`src/rtl/arm_pipe_pkg.sv`:
```
// Shared types and sizing helpers for the ARM pipeline hazard scoreboard.
package arm_pipe_pkg;

  // Register numbers are carried zero-extended to this width inside slots so
  // the slot struct is independent of the NUM_REGS chosen by the top level.
  localparam int SB_MAX_REG_W = 8;

  // Forwarding select value meaning "take the operand from the register file".
  localparam int SEL_REGFILE = 0;

  typedef logic [SB_MAX_REG_W-1:0] sb_reg_t;

  // One in-flight instruction as seen by the hazard logic.
  typedef struct packed {
    logic    valid;
    logic    wb_en;
    logic    mem_r_en;
    sb_reg_t dest;
    sb_reg_t src1;
    sb_reg_t src2;
    logic    two_src;
  } sb_slot_t;

  // Width of a register index; never narrower than one bit.
  function automatic int reg_w(input int num_regs);
    return (num_regs > 1) ? $clog2(num_regs) : 1;
  endfunction

  // Width of a forwarding select covering slots 0..depth-1.
  function automatic int sel_w(input int depth);
    return (depth > 1) ? $clog2(depth) : 1;
  endfunction

endpackage

```
`src/rtl/sb_match.sv`:
```
// Compares one pipeline slot against a pair of source registers.
// raw1/raw2 fire only for a live writer; raw2 is additionally gated by two_src.
module sb_match
  import arm_pipe_pkg::*;
(
  input  sb_slot_t slot,
  input  sb_reg_t  src1,
  input  sb_reg_t  src2,
  input  logic     two_src,
  output logic     raw1,
  output logic     raw2,
  output logic     is_load
);

  logic live_writer;

  assign live_writer = slot.valid & slot.wb_en;
  assign raw1        = live_writer & (slot.dest == src1);
  assign raw2        = live_writer & two_src & (slot.dest == src2);
  assign is_load     = slot.valid & slot.mem_r_en;

endmodule

```
`src/rtl/hazard_scoreboard.sv`:
```
// Hazard scoreboard: tracks in-flight destinations from EXE (slot 0) to WB
// (slot DEPTH-1), raises the ID stall, picks EXE forwarding sources, and
// reports a busy-register mask plus a saturating stall counter.
module hazard_scoreboard
  import arm_pipe_pkg::*;
#(
  parameter int NUM_REGS      = 16,
  parameter int DEPTH         = 3,
  parameter int LOAD_FWD_SLOT = 2,
  localparam int REG_W        = reg_w(NUM_REGS),
  localparam int SEL_W        = sel_w(DEPTH)
) (
  input  logic                clk,
  input  logic                rst,
  input  logic                forwarding_enabled,
  input  logic                id_valid,
  input  logic [REG_W-1:0]    src1,
  input  logic [REG_W-1:0]    src2,
  input  logic                two_src,
  input  logic [REG_W-1:0]    id_dest,
  input  logic                id_wb_en,
  input  logic                id_mem_r_en,
  input  logic                flush,
  output logic                hazard_detected,
  output logic [SEL_W-1:0]    sel_src_1,
  output logic [SEL_W-1:0]    sel_src_2,
  output logic [NUM_REGS-1:0] busy_mask,
  output logic [31:0]         stall_count
);

  sb_slot_t    slot_reg [DEPTH];
  sb_slot_t    slot0_next;
  logic [31:0] stall_count_reg;

  // Per-slot match results against the ID sources and against slot 0's sources.
  logic [DEPTH-1:0] id_raw1, id_raw2, id_load;
  logic [DEPTH-1:0] fw_raw1, fw_raw2, fw_load;
  logic [DEPTH-1:0] unused_slot_bits;

  sb_reg_t id_src1_ext, id_src2_ext;
  assign id_src1_ext = sb_reg_t'(src1);
  assign id_src2_ext = sb_reg_t'(src2);

  generate
    for (genvar gi = 0; gi < DEPTH; gi++) begin : g_match
      sb_match u_id_match (
        .slot    (slot_reg[gi]),
        .src1    (id_src1_ext),
        .src2    (id_src2_ext),
        .two_src (two_src),
        .raw1    (id_raw1[gi]),
        .raw2    (id_raw2[gi]),
        .is_load (id_load[gi])
      );
      sb_match u_fw_match (
        .slot    (slot_reg[gi]),
        .src1    (slot_reg[0].src1),
        .src2    (slot_reg[0].src2),
        .two_src (slot_reg[0].two_src),
        .raw1    (fw_raw1[gi]),
        .raw2    (fw_raw2[gi]),
        .is_load (fw_load[gi])
      );
      // Source fields of older slots and some match results are not consumed.
      assign unused_slot_bits[gi] = ^{slot_reg[gi].src1, slot_reg[gi].src2, slot_reg[gi].two_src,
                                      id_raw1[gi], id_raw2[gi], id_load[gi],
                                      fw_raw1[gi], fw_raw2[gi], fw_load[gi]};
    end
  endgenerate

  // ID-stage stall: any RAW before WB without forwarding, load-use only with it.
  always_comb begin
    logic raw_any;
    logic load_raw_any;
    raw_any      = 1'b0;
    load_raw_any = 1'b0;
    for (int j = 0; j < DEPTH - 1; j++) begin
      raw_any = raw_any | id_raw1[j] | id_raw2[j];
      if (j < LOAD_FWD_SLOT - 1)
        load_raw_any = load_raw_any | ((id_raw1[j] | id_raw2[j]) & id_load[j]);
    end
    hazard_detected = id_valid & ~flush & (forwarding_enabled ? load_raw_any : raw_any);
  end

  // Forwarding selects: scan oldest to youngest so the youngest eligible producer wins.
  always_comb begin
    sel_src_1 = SEL_W'(SEL_REGFILE);
    sel_src_2 = SEL_W'(SEL_REGFILE);
    if (forwarding_enabled && slot_reg[0].valid) begin
      for (int k = DEPTH - 1; k >= 1; k--) begin
        if (fw_raw1[k] && (!fw_load[k] || k >= LOAD_FWD_SLOT)) sel_src_1 = SEL_W'(k);
        if (fw_raw2[k] && (!fw_load[k] || k >= LOAD_FWD_SLOT)) sel_src_2 = SEL_W'(k);
      end
    end
  end

  // Next EXE entry: the ID instruction when it advances, otherwise a bubble.
  always_comb begin
    slot0_next = '0;
    if (id_valid && !flush && !hazard_detected) begin
      slot0_next.valid    = 1'b1;
      slot0_next.wb_en    = id_wb_en;
      slot0_next.mem_r_en = id_mem_r_en;
      slot0_next.dest     = sb_reg_t'(id_dest);
      slot0_next.src1     = id_src1_ext;
      slot0_next.src2     = id_src2_ext;
      slot0_next.two_src  = two_src;
    end
  end

  // EXE slot load; reset drops every in-flight entry.
  always_ff @(posedge clk) begin
    if (rst) slot_reg[0] <= '0;
    else     slot_reg[0] <= slot0_next;
  end

  generate
    for (genvar gi = 1; gi < DEPTH; gi++) begin : g_shift
      // Older slots advance one stage per cycle; the WB slot simply falls off.
      always_ff @(posedge clk) begin
        if (rst) slot_reg[gi] <= '0;
        else     slot_reg[gi] <= slot_reg[gi-1];
      end
    end
  endgenerate

  // Saturating count of stalled cycles.
  always_ff @(posedge clk) begin
    if (rst)
      stall_count_reg <= '0;
    else if (hazard_detected && stall_count_reg != 32'hFFFF_FFFF)
      stall_count_reg <= stall_count_reg + 32'd1;
  end

  assign stall_count = stall_count_reg;

  // Busy mask decoded purely from slot state.
  always_comb begin
    busy_mask = '0;
    for (int r = 0; r < NUM_REGS; r++)
      for (int k = 0; k < DEPTH; k++)
        if (slot_reg[k].valid && slot_reg[k].wb_en && slot_reg[k].dest == sb_reg_t'(r))
          busy_mask[r] = 1'b1;
  end

endmodule

```
`config.mk`:
```
export PLATFORM = sky130hd
export DESIGN_NAME = hazard_scoreboard
export DESIGN_NICKNAME = d
export VERILOG_FILES = /design/src/rtl/arm_pipe_pkg.sv /design/src/rtl/sb_match.sv /design/src/rtl/hazard_scoreboard.sv
export SDC_FILE = /design/constraint.sdc
export NUM_CORES = 1
export LEC_CHECK = 0
export CAP_MARGIN = 30
export CORE_MARGIN = 2
export CORE_UTILIZATION = 51
export CTS_CLUSTER_SIZE = 28
export DETAILED_ROUTE_END_ITERATION = 16
export GPL_TIMING_DRIVEN = 0
export PLACE_DENSITY = 0.8
export SLEW_MARGIN = 25
export SYNTH_ARGS = -nofsm -noshare
export SYNTH_HDL_FRONTEND = slang
export SYNTH_SLANG_ARGS = --single-unit
export TNS_END_PERCENT = 30
```
`constraint.sdc`:
```
create_clock -name clk -period 2.9 [get_ports clk]
set_clock_uncertainty 0.1 [all_clocks]
set_input_delay 0.58 -clock clk [delete_from_list [all_inputs] [get_ports clk]]
set_output_delay 0.58 -clock clk [all_outputs]
set_load 0.01 [all_outputs]
```
==> out/results.txt <==
IO Port Bufs -> 72
Power Density -> 360 mW/mm^2
crit-path max FO -> 3
GRT Overall Usage -> 26.0%
Die W -> 85.7 um
Worst setup SP type -> input port
met1 Usage GRT -> 36.3%
pins over their slew limit -> 0
largest net degree at the start of global routing -> 18
min setup slack post-route -> 0.0473 ns
synthesized flop and latch total -> 61
Synth cell types -> 40
final period utilization -> 98.4%
Worst-path clk slew -> 0.06 ns
Initial Utilization -> 53.0%
achievable frequency -> 351 MHz
post-synthesis cell count -> 420
Post-synth top cells -> 61 x dfxtp_1, 44 x nand2_1, 30 x nor2b_1
clk sink count -> 61
n_diodes -> 0
Synth top area share -> 35.8%
DR vias -> 3489
post-synthesis sequential area ratio -> 35.8%
cell depth of the worst hold path -> 1
cts hold-fix bufs -> 0
Post-synth EDFFs -> 0
Syn Std Cell Area -> 0.00341 mm^2
final hold vios -> 0
Slew HR -> 58.0%
Global Route met2 Usage -> 39.8%
P&R area growth vs syn -> 29.6%
row cnt -> 29
Leakage -> 1.70 nW
Routed Antenna Nets -> 0
run status -> finished with violations
initial antenna violation count -> 0
Max IR drop VDD -> 0.000265 V
max reg flops -> 32
element type at the critical path end -> output port
critical path class -> in -> out
Main synth FF type -> dfxtp_1
most used routing layer in global routing -> met2
CTS Buf Count -> 9
DIE HEIGHT -> 85.7 um
WL final -> 9150 um
I/O Pins -> 73
Hold WC Path Type -> reg -> reg
Core Util, Final -> 68.8%
First DRT Iteration DRCs -> 270
syn avg cell area -> 8.11 um^2
first-pass GRT wire length -> 15300 um
cell taking the most area after synthesis -> dfxtp_1
fin crit period -> 2.85 ns
async set-reset flop share out of synthesis -> 0%
core box area -> 0.00642 mm^2
Worst-Skew Late Latency -> 0.34 ns
GP Congestion -> 0.901
CTS tree -> built
RSZ-0062 raised after global routing -> true
Mapped Nets -> 441
most frequent cell after synthesis -> dfxtp_1
DR WL/cell -> 15.7 um
Yosys Warn Count -> 0
reg2reg setup slack -> 0.40 ns
die area -> 0.00735 mm^2
Max-Cap Viols -> 0
Final TNS setup -> 0 ns
Root Buffer -> clkbuf_8
failing checks -> design-rule violations
DRC -> 4
top cells by area, synth -> dfxtp_1 36%, nor2b_1 5.5%, xor2_1 5.4%
vias in the first global route -> 3256
Worst Tran Pin Value -> 0.625 ns
GR met3 Demand/Resource -> 4.52%
Reg2Reg Depth -> 7
dpl ws -> -0.683 ns
Critical Path RT -> 2.22 ns
Final #Nets -> 523
grt ovf -> 0
H-tree depth -> 3
DR vias/cell -> 5.98
layout cells sized above 1 -> 9.29%
DP HPWL -> 6630 um
worst hold slack -> 0.362 ns
setup violators final -> 0
Clock Path Buffers -> 2
Worst EP arrival -> 2.17 ns
DR pass1 iterations -> 12
[placed cells by master, fill, tap and decap left out, types with 4 or more instances in the layout]
cell type	instances
clkdlybuf4s50_1	69
dfxtp_1	61
nand2_1	44
nor2b_1	30
nor2_1	28
nand3_1	28
xor2_1	21
a21oi_1	21
and2_1	17
o21ai_0	15
nand4_1	14
or3_1	13
a22oi_1	12
clkbuf_1	12
xnor2_1	11
mux2_2	11
clkbuf_8	10
nor3_1	9
nor4_1	8
o31ai_1	7
or4_1	7
and3_1	6
and4_1	6
inv_1	5
buf_2	5
buf_4	4
[logic make-up (layout without fill, tap and decap cells)]
logic type | Yosys count | after routing | synth area share (%)
muxes | 11 | 11 | 3.64
and+or+nand+nor | 224 | 224 | 36.4
buffers and inverters | 29 | 115 | 4.15
xor gates and xnor gates | 32 | 32 | 8.23
AOI/OAI and AO/OA | 62 | 62 | 11.3
DFF | 61 | 61 | 35.8
adders and majority gates | 1 | 1 | 0.367
[critical path, stage by stage]
cell             delay, ns
clkdlybuf4s50_1       0.55
xor2_1                0.16
nor3_1                0.07
a32o_2                0.30
o21ai_4               0.18
inv_1                 0.05
dlygate4sd2_1         0.28
[power by group]
part	switching [W]	internal, W	total [W]
clock network	0.000309	0.000326	0.000635
registers	0.00000656	0.000847	0.000853
logic	0.0000524	0.0000504	0.000103
[per-stage QoR]
step / instance area [um^2] / power (W) / instances
after floorplan: 3410 / 0.000925 / 420
after global placement: 4220 / 0.000970 / 569
after detailed placement: 4220 / 0.000973 / 569
after CTS: 4390 / 0.00160 / 584
after global routing: 4420 / 0.00165 / 583
final: 4420 / 0.00159 / 583
[final cells by class]
type,instances,area (um^2)
Buffer,21,123
Clock buffer,13,149
Clock inverter,2,10.0
Fill cell,541,2010
Inverter,5,18.8
Multi-Input combinational cell,330,2060
Sequential cell,61,1220
Tap cell,77,96.3
Timing Repair Buffer,74,733
[what timing repair did]
item | CTS | global route
resized for setup | 4 | 9
buffers inserted | 1 | 0
setup endpoints to repair | 4 | 20
pin swaps | 2 | 0
[routing by layer]
layer	routed length (um)	part of all wire (%)
met4	130	1.4
met3	635	6.9
met2	4200	46
met5	0	0
met1	4180	46
[final timing paths]
kind                                      start              end
worst max-delay path                    src2[2]  hazard_detected
worst min-delay path            slot_reg[0][26]  slot_reg[1][26]
worst max register to register   stall_count[0]  stall_count[20]
worst min register to register  slot_reg[0][26]  slot_reg[1][26]
Power figures use the tool's default switching activity.
